File: config.mk
export PLATFORM = sky130hd
export DESIGN_NAME = fetch_stage
export DESIGN_NICKNAME = d
export VERILOG_FILES = /design/src/rtl/pipeline_pkg.sv /design/src/rtl/if_id_reg.sv /design/src/rtl/fetch_stage.sv
export SDC_FILE = /design/constraint.sdc
export NUM_CORES = 1
export LEC_CHECK = 0
export ABC_AREA = 1
export CAP_MARGIN = 15
export CELL_PAD_IN_SITES_DETAIL_PLACEMENT = 2
export CELL_PAD_IN_SITES_GLOBAL_PLACEMENT = 2
export CORE_ASPECT_RATIO = 2
export CORE_MARGIN = 2
export CORE_UTILIZATION = 26
export DETAILED_ROUTE_END_ITERATION = 6
export PLACE_DENSITY_LB_ADDON = 0.25
export REMOVE_ABC_BUFFERS = 1
export SLEW_MARGIN = 20
export SYNTH_ARGS = -nofsm -noshare
export SYNTH_HDL_FRONTEND = slang
export SYNTH_SLANG_ARGS = --single-unit
File: constraint.sdc
create_clock -name clk -period 2.1 [get_ports clk]
set_input_delay 0.315 -clock clk [delete_from_list [all_inputs] [get_ports clk]]
set_output_delay 0.315 -clock clk [all_outputs]
set_load 0.01 [all_outputs]
File: src/rtl/pipeline_pkg.sv
// Shared pipeline definitions: fetch FSM states, opcode fields and the
// two-word instruction classifier used by fetch.
package pipeline_pkg;

  typedef enum logic [1:0] {
    BOOT_HI   = 2'd0,
    BOOT_LO   = 2'd1,
    RUN       = 2'd2,
    FETCH_IMM = 2'd3
  } fetch_state_t;

  localparam int OPC_MSB = 15;
  localparam int OPC_LSB = 11;

  localparam logic [4:0] OPC_NOP  = 5'h00;
  localparam logic [4:0] OPC_LDM  = 5'h0C;
  localparam logic [4:0] OPC_IADD = 5'h0D;
  localparam logic [4:0] OPC_LDD  = 5'h0E;
  localparam logic [4:0] OPC_STD  = 5'h0F;

  localparam logic [15:0] NOP_ENC = 16'h0000;

  // LDM/IADD/LDD/STD carry a 16-bit immediate in the following word.
  function automatic logic is_two_word(input logic [15:0] instr);
    logic [4:0] opc;
    opc = instr[OPC_MSB:OPC_LSB];
    return (opc == OPC_LDM) || (opc == OPC_IADD) ||
           (opc == OPC_LDD) || (opc == OPC_STD);
  endfunction

endpackage

File: src/rtl/if_id_reg.sv
// IF/ID pipeline register: instruction, immediate, return PC and valid.
// Bubble clears the instruction fields but keeps the last return PC.
module if_id_reg #(
  parameter int          PC_W      = 32,
  parameter int          INSTR_W   = 16,
  parameter logic [15:0] NOP_INSTR = 16'h0000
) (
  input  logic               clk_i,
  input  logic               reset_i,
  input  logic               load_i,
  input  logic               bubble_i,
  input  logic [INSTR_W-1:0] instr_i,
  input  logic [INSTR_W-1:0] imm_i,
  input  logic [PC_W-1:0]    pc_i,
  output logic [INSTR_W-1:0] instr_o,
  output logic [INSTR_W-1:0] imm_o,
  output logic [PC_W-1:0]    pc_o,
  output logic               valid_o
);

  logic [INSTR_W-1:0] instr_q;
  logic [INSTR_W-1:0] imm_q;
  logic [PC_W-1:0]    pc_q;
  logic               valid_q;

  always_ff @(posedge clk_i) begin
    if (reset_i) begin
      instr_q <= NOP_INSTR;
      imm_q   <= '0;
      pc_q    <= '0;
      valid_q <= 1'b0;
    end else if (bubble_i) begin
      instr_q <= NOP_INSTR;
      imm_q   <= '0;
      valid_q <= 1'b0;
    end else if (load_i) begin
      instr_q <= instr_i;
      imm_q   <= imm_i;
      pc_q    <= pc_i;
      valid_q <= 1'b1;
    end
  end

  assign instr_o = instr_q;
  assign imm_o   = imm_q;
  assign pc_o    = pc_q;
  assign valid_o = valid_q;

endmodule

File: src/rtl/fetch_stage.sv
// Instruction fetch: PC ownership, boot-vector load, two-word assembly and
// redirect/stall/flush handling in front of the IF/ID register.
//
// state     | meaning
// BOOT_HI   | reading high half of boot vector
// BOOT_LO   | reading low half, then jump to vector
// RUN       | fetching an opcode word
// FETCH_IMM | fetching the immediate of a two-word instruction
module fetch_stage
  import pipeline_pkg::*;
#(
  parameter int              PC_W      = 32,
  parameter int              INSTR_W   = 16,
  parameter logic [PC_W-1:0] BOOT_ADDR = '0,
  parameter logic [15:0]     NOP_INSTR = NOP_ENC
) (
  input  logic               clk,
  input  logic               reset,
  output logic [PC_W-1:0]    imem_addr,
  input  logic [INSTR_W-1:0] imem_data,
  input  logic               stall,
  input  logic               flush,
  input  logic               branch_taken,
  input  logic [PC_W-1:0]    branch_target,
  input  logic               pc_load_mem,
  input  logic [PC_W-1:0]    pc_mem_value,
  output logic [INSTR_W-1:0] instruction,
  output logic [INSTR_W-1:0] immediate,
  output logic [PC_W-1:0]    pc_out,
  output logic               instr_valid
);

  fetch_state_t       state_q, state_d;
  logic [PC_W-1:0]    pc_q, pc_d;
  logic [INSTR_W-1:0] pc_hi_q, pc_hi_d;
  logic [INSTR_W-1:0] op_hold_q, op_hold_d;

  logic               ifid_load;
  logic               ifid_bubble;
  logic [INSTR_W-1:0] ifid_instr;
  logic [INSTR_W-1:0] ifid_imm;

  logic [PC_W-1:0]    pc_inc;
  logic               redirect;
  logic [PC_W-1:0]    redirect_pc;

  assign pc_inc      = pc_q + PC_W'(1);
  assign redirect    = pc_load_mem | branch_taken;
  assign redirect_pc = pc_load_mem ? pc_mem_value : branch_target;
  assign imem_addr   = pc_q;

  always_comb begin
    state_d     = state_q;
    pc_d        = pc_q;
    pc_hi_d     = pc_hi_q;
    op_hold_d   = op_hold_q;
    ifid_load   = 1'b0;
    ifid_bubble = 1'b0;
    ifid_instr  = imem_data;
    ifid_imm    = '0;

    case (state_q)
      // Boot ignores stall, flush and redirects so the vector is always taken.
      BOOT_HI: begin
        pc_hi_d = imem_data;
        pc_d    = BOOT_ADDR + PC_W'(1);
        state_d = BOOT_LO;
      end
      BOOT_LO: begin
        pc_d    = PC_W'({pc_hi_q, imem_data});
        state_d = RUN;
      end
      default: begin
        if (redirect) begin
          pc_d        = redirect_pc;
          state_d     = RUN;
          op_hold_d   = '0;
          ifid_bubble = 1'b1;
        end else if (flush) begin
          // With stall also high the squash happens but the PC must not move.
          ifid_bubble = 1'b1;
          if (!stall) begin
            pc_d    = pc_inc;
            state_d = RUN;
          end
        end else if (stall) begin
          state_d = state_q;
        end else if (state_q == RUN) begin
          pc_d = pc_inc;
          if (is_two_word(imem_data)) begin
            op_hold_d   = imem_data;
            state_d     = FETCH_IMM;
            ifid_bubble = 1'b1;
          end else begin
            ifid_load = 1'b1;
          end
        end else begin
          pc_d       = pc_inc;
          state_d    = RUN;
          ifid_load  = 1'b1;
          ifid_instr = op_hold_q;
          ifid_imm   = imem_data;
        end
      end
    endcase
  end

  always_ff @(posedge clk) begin
    if (reset) begin
      state_q   <= BOOT_HI;
      pc_q      <= BOOT_ADDR;
      pc_hi_q   <= '0;
      op_hold_q <= '0;
    end else begin
      state_q   <= state_d;
      pc_q      <= pc_d;
      pc_hi_q   <= pc_hi_d;
      op_hold_q <= op_hold_d;
    end
  end

  if_id_reg #(
    .PC_W      (PC_W),
    .INSTR_W   (INSTR_W),
    .NOP_INSTR (NOP_INSTR)
  ) u_if_id (
    .clk_i    (clk),
    .reset_i  (reset),
    .load_i   (ifid_load),
    .bubble_i (ifid_bubble),
    .instr_i  (ifid_instr),
    .imm_i    (ifid_imm),
    .pc_i     (pc_inc),
    .instr_o  (instruction),
    .imm_o    (immediate),
    .pc_o     (pc_out),
    .valid_o  (instr_valid)
  );

endmodule

## Word-level counts from Yosys, hierarchy flattened

Cells that the tools add are included.

| word-level totals | value |
|---|---|
| register bits | 131 |
| latch bits | 0 |
| memory bits (writable) | 0 |
| ROM bits | 0 |
| bits of input ports | 86 |
| output and inout bits | 97 |
| logic and storage cells | 71 |
| memories kept | 0 |

| cells by class | value |
|---|---|
| add/sub/neg operators | 1 |
| multiply operators | 0 |
| div/mod/pow operators | 0 |
| order comparisons | 0 |
| eq/ne operators | 10 |
| shift operators | 0 |
| muxes and demuxes | 38 |
| bitwise logic cells | 3 |
| reduce and logical (&&, ||, !) cells | 11 |

Operators by type and width:

| cell | count |
|---|---|
| $mux W16 | 15 |
| $mux W32 | 3 |
| $pmux W32 S2 | 1 |
| $add A32 B1 Y32 const B | 1 |
| $eq A5 B4 Y1 const B | 4 |
| $mux W1 | 12 |
| $mux W2 | 6 |
| $ne A6 B3 Y1 const B | 1 |
| $reduce_and A5 Y1 | 1 |
| $ne A2 B1 Y1 const B | 2 |
| $ne A4 B1 Y1 const B | 1 |
| $pmux W2 S2 | 1 |
| $reduce_and A2 Y1 | 2 |
| $reduce_bool A2 Y1 | 2 |
| $reduce_or A2 Y1 | 2 |
| $logic_or A1 B1 Y1 | 3 |
| $eq A2 B1 Y1 const B | 1 |
| $eq A2 B2 Y1 const B | 1 |
| $logic_not A2 Y1 | 1 |
| $not A1 Y1 | 2 |
| $or A1 B1 Y1 | 1 |

## Depth between registers and ports, before layout

| logic depth | value |
|---|---|
| depth in word-level cells | 12 |
| depth in mapped cells | 12 |
| gate-level depth less buffers | 12 |

## Hierarchy

A second synthesis with hierarchy kept.

| second synthesis, totals | value |
|---|---|
| cell total of the unflattened synthesis | 1086 |
| area, all modules | 6967.9 um^2 |

By module, submodules not included:

| module | instances | cells each | area each (um^2) | sequential area each (um^2) |
|---|---|---|---|---|
| fetch_stage | 1 | 736 | 4439.3 | 1321.3 |
| if_id_reg | 1 | 350 | 2528.7 | 1301.2 |

## Worst setup path before layout

Ideal clock, no wire load.

| timing | value |
|---|---|
| path kind | register to register |
| start point | reg pc_q[0] (netlist: imem_addr[0]) |
| end point | reg pc_q[26] (netlist: imem_addr[26]) |
| library setup time | 0.070 ns |
| arrival time | 1.664 ns |
| data required time | 2.030 ns |
| setup slack | 0.366 ns |
| cell stages (with the launch flop) | 11 |
| path buffers | 0 |
| period minus slack after synthesis | 1.734 ns |
| cell sequence | dfxtp_1 -> ha_1 -> nand2_1 -> nor2_2 -> nand2_1 -> nor2_1 -> nand2_1 -> nor2_1 -> xor2_1 -> nand2_1 -> a21oi_1 |

| on the way | value |
|---|---|
| word-level cells in the longest chain between the ends | 4 |

RTL lines:

| element | line | source |
|---|---|---|
| start: declaration | fetch_stage.sv:34 | `logic [PC_W-1:0] pc_q, pc_d;` |
| start signal: assignment | fetch_stage.sv:116 | `pc_q <= pc_d;` |
| $add A32 B1 Y32 | fetch_stage.sv:47 | `assign pc_inc = pc_q + PC_W'(1);` |
| $mux W32 | fetch_stage.sv:86 | `end else if (stall) begin` |
| $mux W32 | fetch_stage.sv:74 | `if (redirect) begin` |
| $pmux W32 S2 | fetch_stage.sv:62 | `case (state_q)` |

No other way between the ends. The select of a mux whose other input is x is not followed.
A chain may end at the register's enable or synchronous reset.

## Final worst setup path

| timing | value |
|---|---|
| start point | reg pc_q[0] (netlist: imem_addr[0]) |
| end point | reg pc_q[22] (netlist: imem_addr[22]) |

Same word-level chain as after synthesis.

==> results.json <==
{
  "r2r_cells": 9,
  "status": "finished, final reports clean",
  "rrSetupSlack_ns": 0.12,
  "fin_worst_skew_ns": 0.00767,
  "grt_pass1_vias": 8175,
  "placed_cells": 1465,
  "arrival_ns": 2.35,
  "reg2reg_from": "imem_addr[0]",
  "insertion_delay_ns": 0.44,
  "seqPwrFrac": 0.380,
  "hold_slack_ns": 0.446,
  "dp_hpwl_mm": 24.3,
  "worstReg2RegEnd": "imem_addr[22]",
  "fin_crit_sh": 0.943,
  "grt_max_degree": 65,
  "start_util": 0.264,
  "die_w_um": 116,
  "powerDensity_nw_per_um2": 715,
  "worstPathMaxFanout": 3,
  "p_comb_frac": 0.169,
  "clk_pin_slew_ns": 0.06,
  "p_leak_nw": 3.82,
  "synth_cell_type_count": 44,
  "multi_input_area_um2": 3480,
  "nNetsFinal": 1235,
  "hold_viol_final": 0,
  "p_int_mw": 5.19,
  "synth_top_cells_by_area": "dfxtp_1, nand2_1, a21oi_1",
  "first_pass_iters": 4,
  "remaining_drc_errors": 0,
  "die_y_um": 229,
  "ys_ff_latch": 131,
  "rsz0062_at_grt": "yes",
  "synth-main-ff-cell": "dfxtp_1",
  "wl_mm": 30.9,
  "worst_slew_pin_slew_ns": 0.668,
  "regArea_um2": 2620,
  "ys_seq_area_frac": 0.399,
  "p_sw_frac": 0.273,
  "cp-start-kind": "flop",
  "drive_gt1_frac": 0.150,
  "synth_largest_area_cell": "dfxtp_1",
  "hold_path_end": "op_hold_q[15]",
  "final_cells": 1497,
  "clk_path_buf_depth": 2,
  "min-delay-start": "op_hold_q[15]",
  "place_area_um2": 9300,
  "viasPerCell": 4.96,
  "hold_depth": 2,
  "fin_tns_setup_ns": 0,
  "numCtsBuffers": 17,
  "final_util": 0.400,
  "portBuffers": 182,
  "crit_required_ns": 2.47,
  "grt_first_pass_wirelength_mm": 47.1,
  "antenna_found_initial": 1,
  "ir_worst_vdd_uv": 480,
  "p_switching_mw": 1.95,
  "clkPwrFrac": 0.450,
  "drt_iter0_drc": 308,
  "grtUsageTotal": 0.237,
  "via_count": 7432,
  "fmaxAchievable_ghz": 0.505,
  "critPathKind": "flop to flop",
  "cts_tree": "done",
  "die_area_um2": 26700,
  "min_path_type": "flop to flop",
  "min_period_ns": 1.98,
  "avgRoutedWirePerCell_um": 20.6,
  "cp-end-kind": "flop",
  "async_reset_ff_frac": 0,
  "cts_max_level": 4,
  "core-area_um2": 24900,
  "syn_to_final_growth_pct": 51.8,
  "final_max_slew_viol_count": 0,
  "gp_congestion": 0.931,
  "setup_viol": 0,
  "final_area_um2": 9980,
  "ys_warn_count": 0,
  "clkSinkCount": 131,
  "num_rows": 82,
  "postSynthAreaPerCell_um2": 7.21,
  "fill_cells": 2863,
  "ios": 183,
  "antenna_left": 0,
  "synth_edf_count": 0,
  "netlist_instances": 913,
  "slew-limit-headroom": 0.552,
  "cts_root_buffer": "clkbuf_16",
  "cap_violations": 0,
  "syn_area_um2": 6580,
  "grt_overflow": 0,
  "netlist.area_leader.share": 0.399
}
==> power by group through the flow <==
stage / registers [mW] / logic, mW / clock network [mW]
global placement: 2.77 / 1.18 / 0
global route: 2.73 / 1.31 / 3.37
floorplan: 2.77 / 0.424 / 0
CTS: 2.72 / 1.22 / 3.28
detailed placement: 2.77 / 1.21 / 0
finish: 2.72 / 1.21 / 3.22
==> sequential cells by signal (all words and copies together) (netlist names) <==
register         cells
pc_hi_q             16
imem_addr           32
op_hold_q           16
state_q              2
u_if_id.instr_o     16
u_if_id.pc_o        32
u_if_id.valid_o      1
u_if_id.imm_o       16
==> cell type report <==
type,count,share of cell area
multi-input cells,662,0.348
diodes,1,0.000251
clock buffers,23,0.0509
clock inverters,8,0.0123
repair buffers,271,0.258
well taps,336,0.0421
inverters,65,0.0253
flip-flops and latches,131,0.263
==> cells by family (layout without fill, tap and decap cells) <==
| logic type | after synthesis | in the layout | share of synthesized area |
|---|---|---|---|
| AOI/OAI and AO/OA | 298 | 298 | 0.263 |
| xor gates and xnor gates | 22 | 22 | 0.0293 |
| DFF | 131 | 131 | 0.399 |
| other | 0 | 1 | 0 |
| adders and majority gates | 1 | 1 | 0.00190 |
| and+or+nand+nor | 341 | 341 | 0.227 |
| buffers and inverters | 120 | 367 | 0.0806 |
==> critical path, cell delays in order, from the launching register on <==
cell and delay, ns:
dfxtp_1 0.39, ha_1 0.22, nand2_1 0.11, nor2_4 0.14, nand3_1 0.22, nor3_1 0.24, buf_4 0.16, xor2_1 0.22
nand2_1 0.08, a21oi_1 0.13
==> repair_timing <==
item / CTS / global route
endpoints found under the setup margin: 0 / 12
gates resized for setup: 0 / 10
hold buffers: 0 / 0
buffers inserted: 0 / 0
==> synthesized netlist by cell type (10+ instances only) <==
| cell type | instances |
|---|---|
| nand3_1 | 28 |
| dfxtp_1 | 131 |
| a21oi_1 | 124 |
| a21oi_2 | 20 |
| clkbuf_1 | 27 |
| a211oi_1 | 24 |
| buf_2 | 18 |
| inv_1 | 55 |
| nor2_1 | 56 |
| o21ai_1 | 20 |
| nand4_1 | 11 |
| nor3_1 | 10 |
| xor2_1 | 16 |
| o21ai_0 | 78 |
| nand2_1 | 213 |
==> stage by stage <==
step	power [mW]	setup WS, ns
3_3_place_gp	3.95	-0.267
2_1_floorplan	3.20	-0.223
4_1_cts	7.22	0.00155
6_report	7.14	0.119
5_1_grt	7.41	-0.0338
3_5_place_dp	3.98	-0.285
==> layout by cell type (no fill, tap or decap), drive strengths merged, types with 5 or more instances in the layout <==
cell	n
nor3	10
dfxtp	131
nand2	215
nand3b	5
buf	89
o21a	8
nand3	28
inv	62
a21oi	145
a211oi	25
nand4	11
clkdlybuf4s50	182
o21ai	98
nor2	67
xor2	16
clkbuf	23
clkinv	5
xnor2	6
o21bai	7
==> worst max path at each step <==
stage,startpoint,to,slack (ns)
after floorplan,state_q[1],u_if_id.pc_o[19],-0.22
after global placement,branch_taken,imem_addr[7],-0.27
after detailed placement,branch_taken,imem_addr[7],-0.29
after CTS,imem_addr[0],imem_addr[26],0.002
after global routing,imem_addr[0],imem_addr[22],-0.03
final,imem_addr[0],imem_addr[22],0.12
==> metal layers <==
layer | up-vias | routed length, µm | GRT usage
li1 | 3526 | - | -
met1 | 3694 | 11100 | 0.240
met2 | 164 | 18000 | 0.462
met3 | 48 | 786 | 0.0377
met4 | 0 | 1010 | 0.0926
met5 | - | 0 | 0
Power figures use the tool's default switching activity.
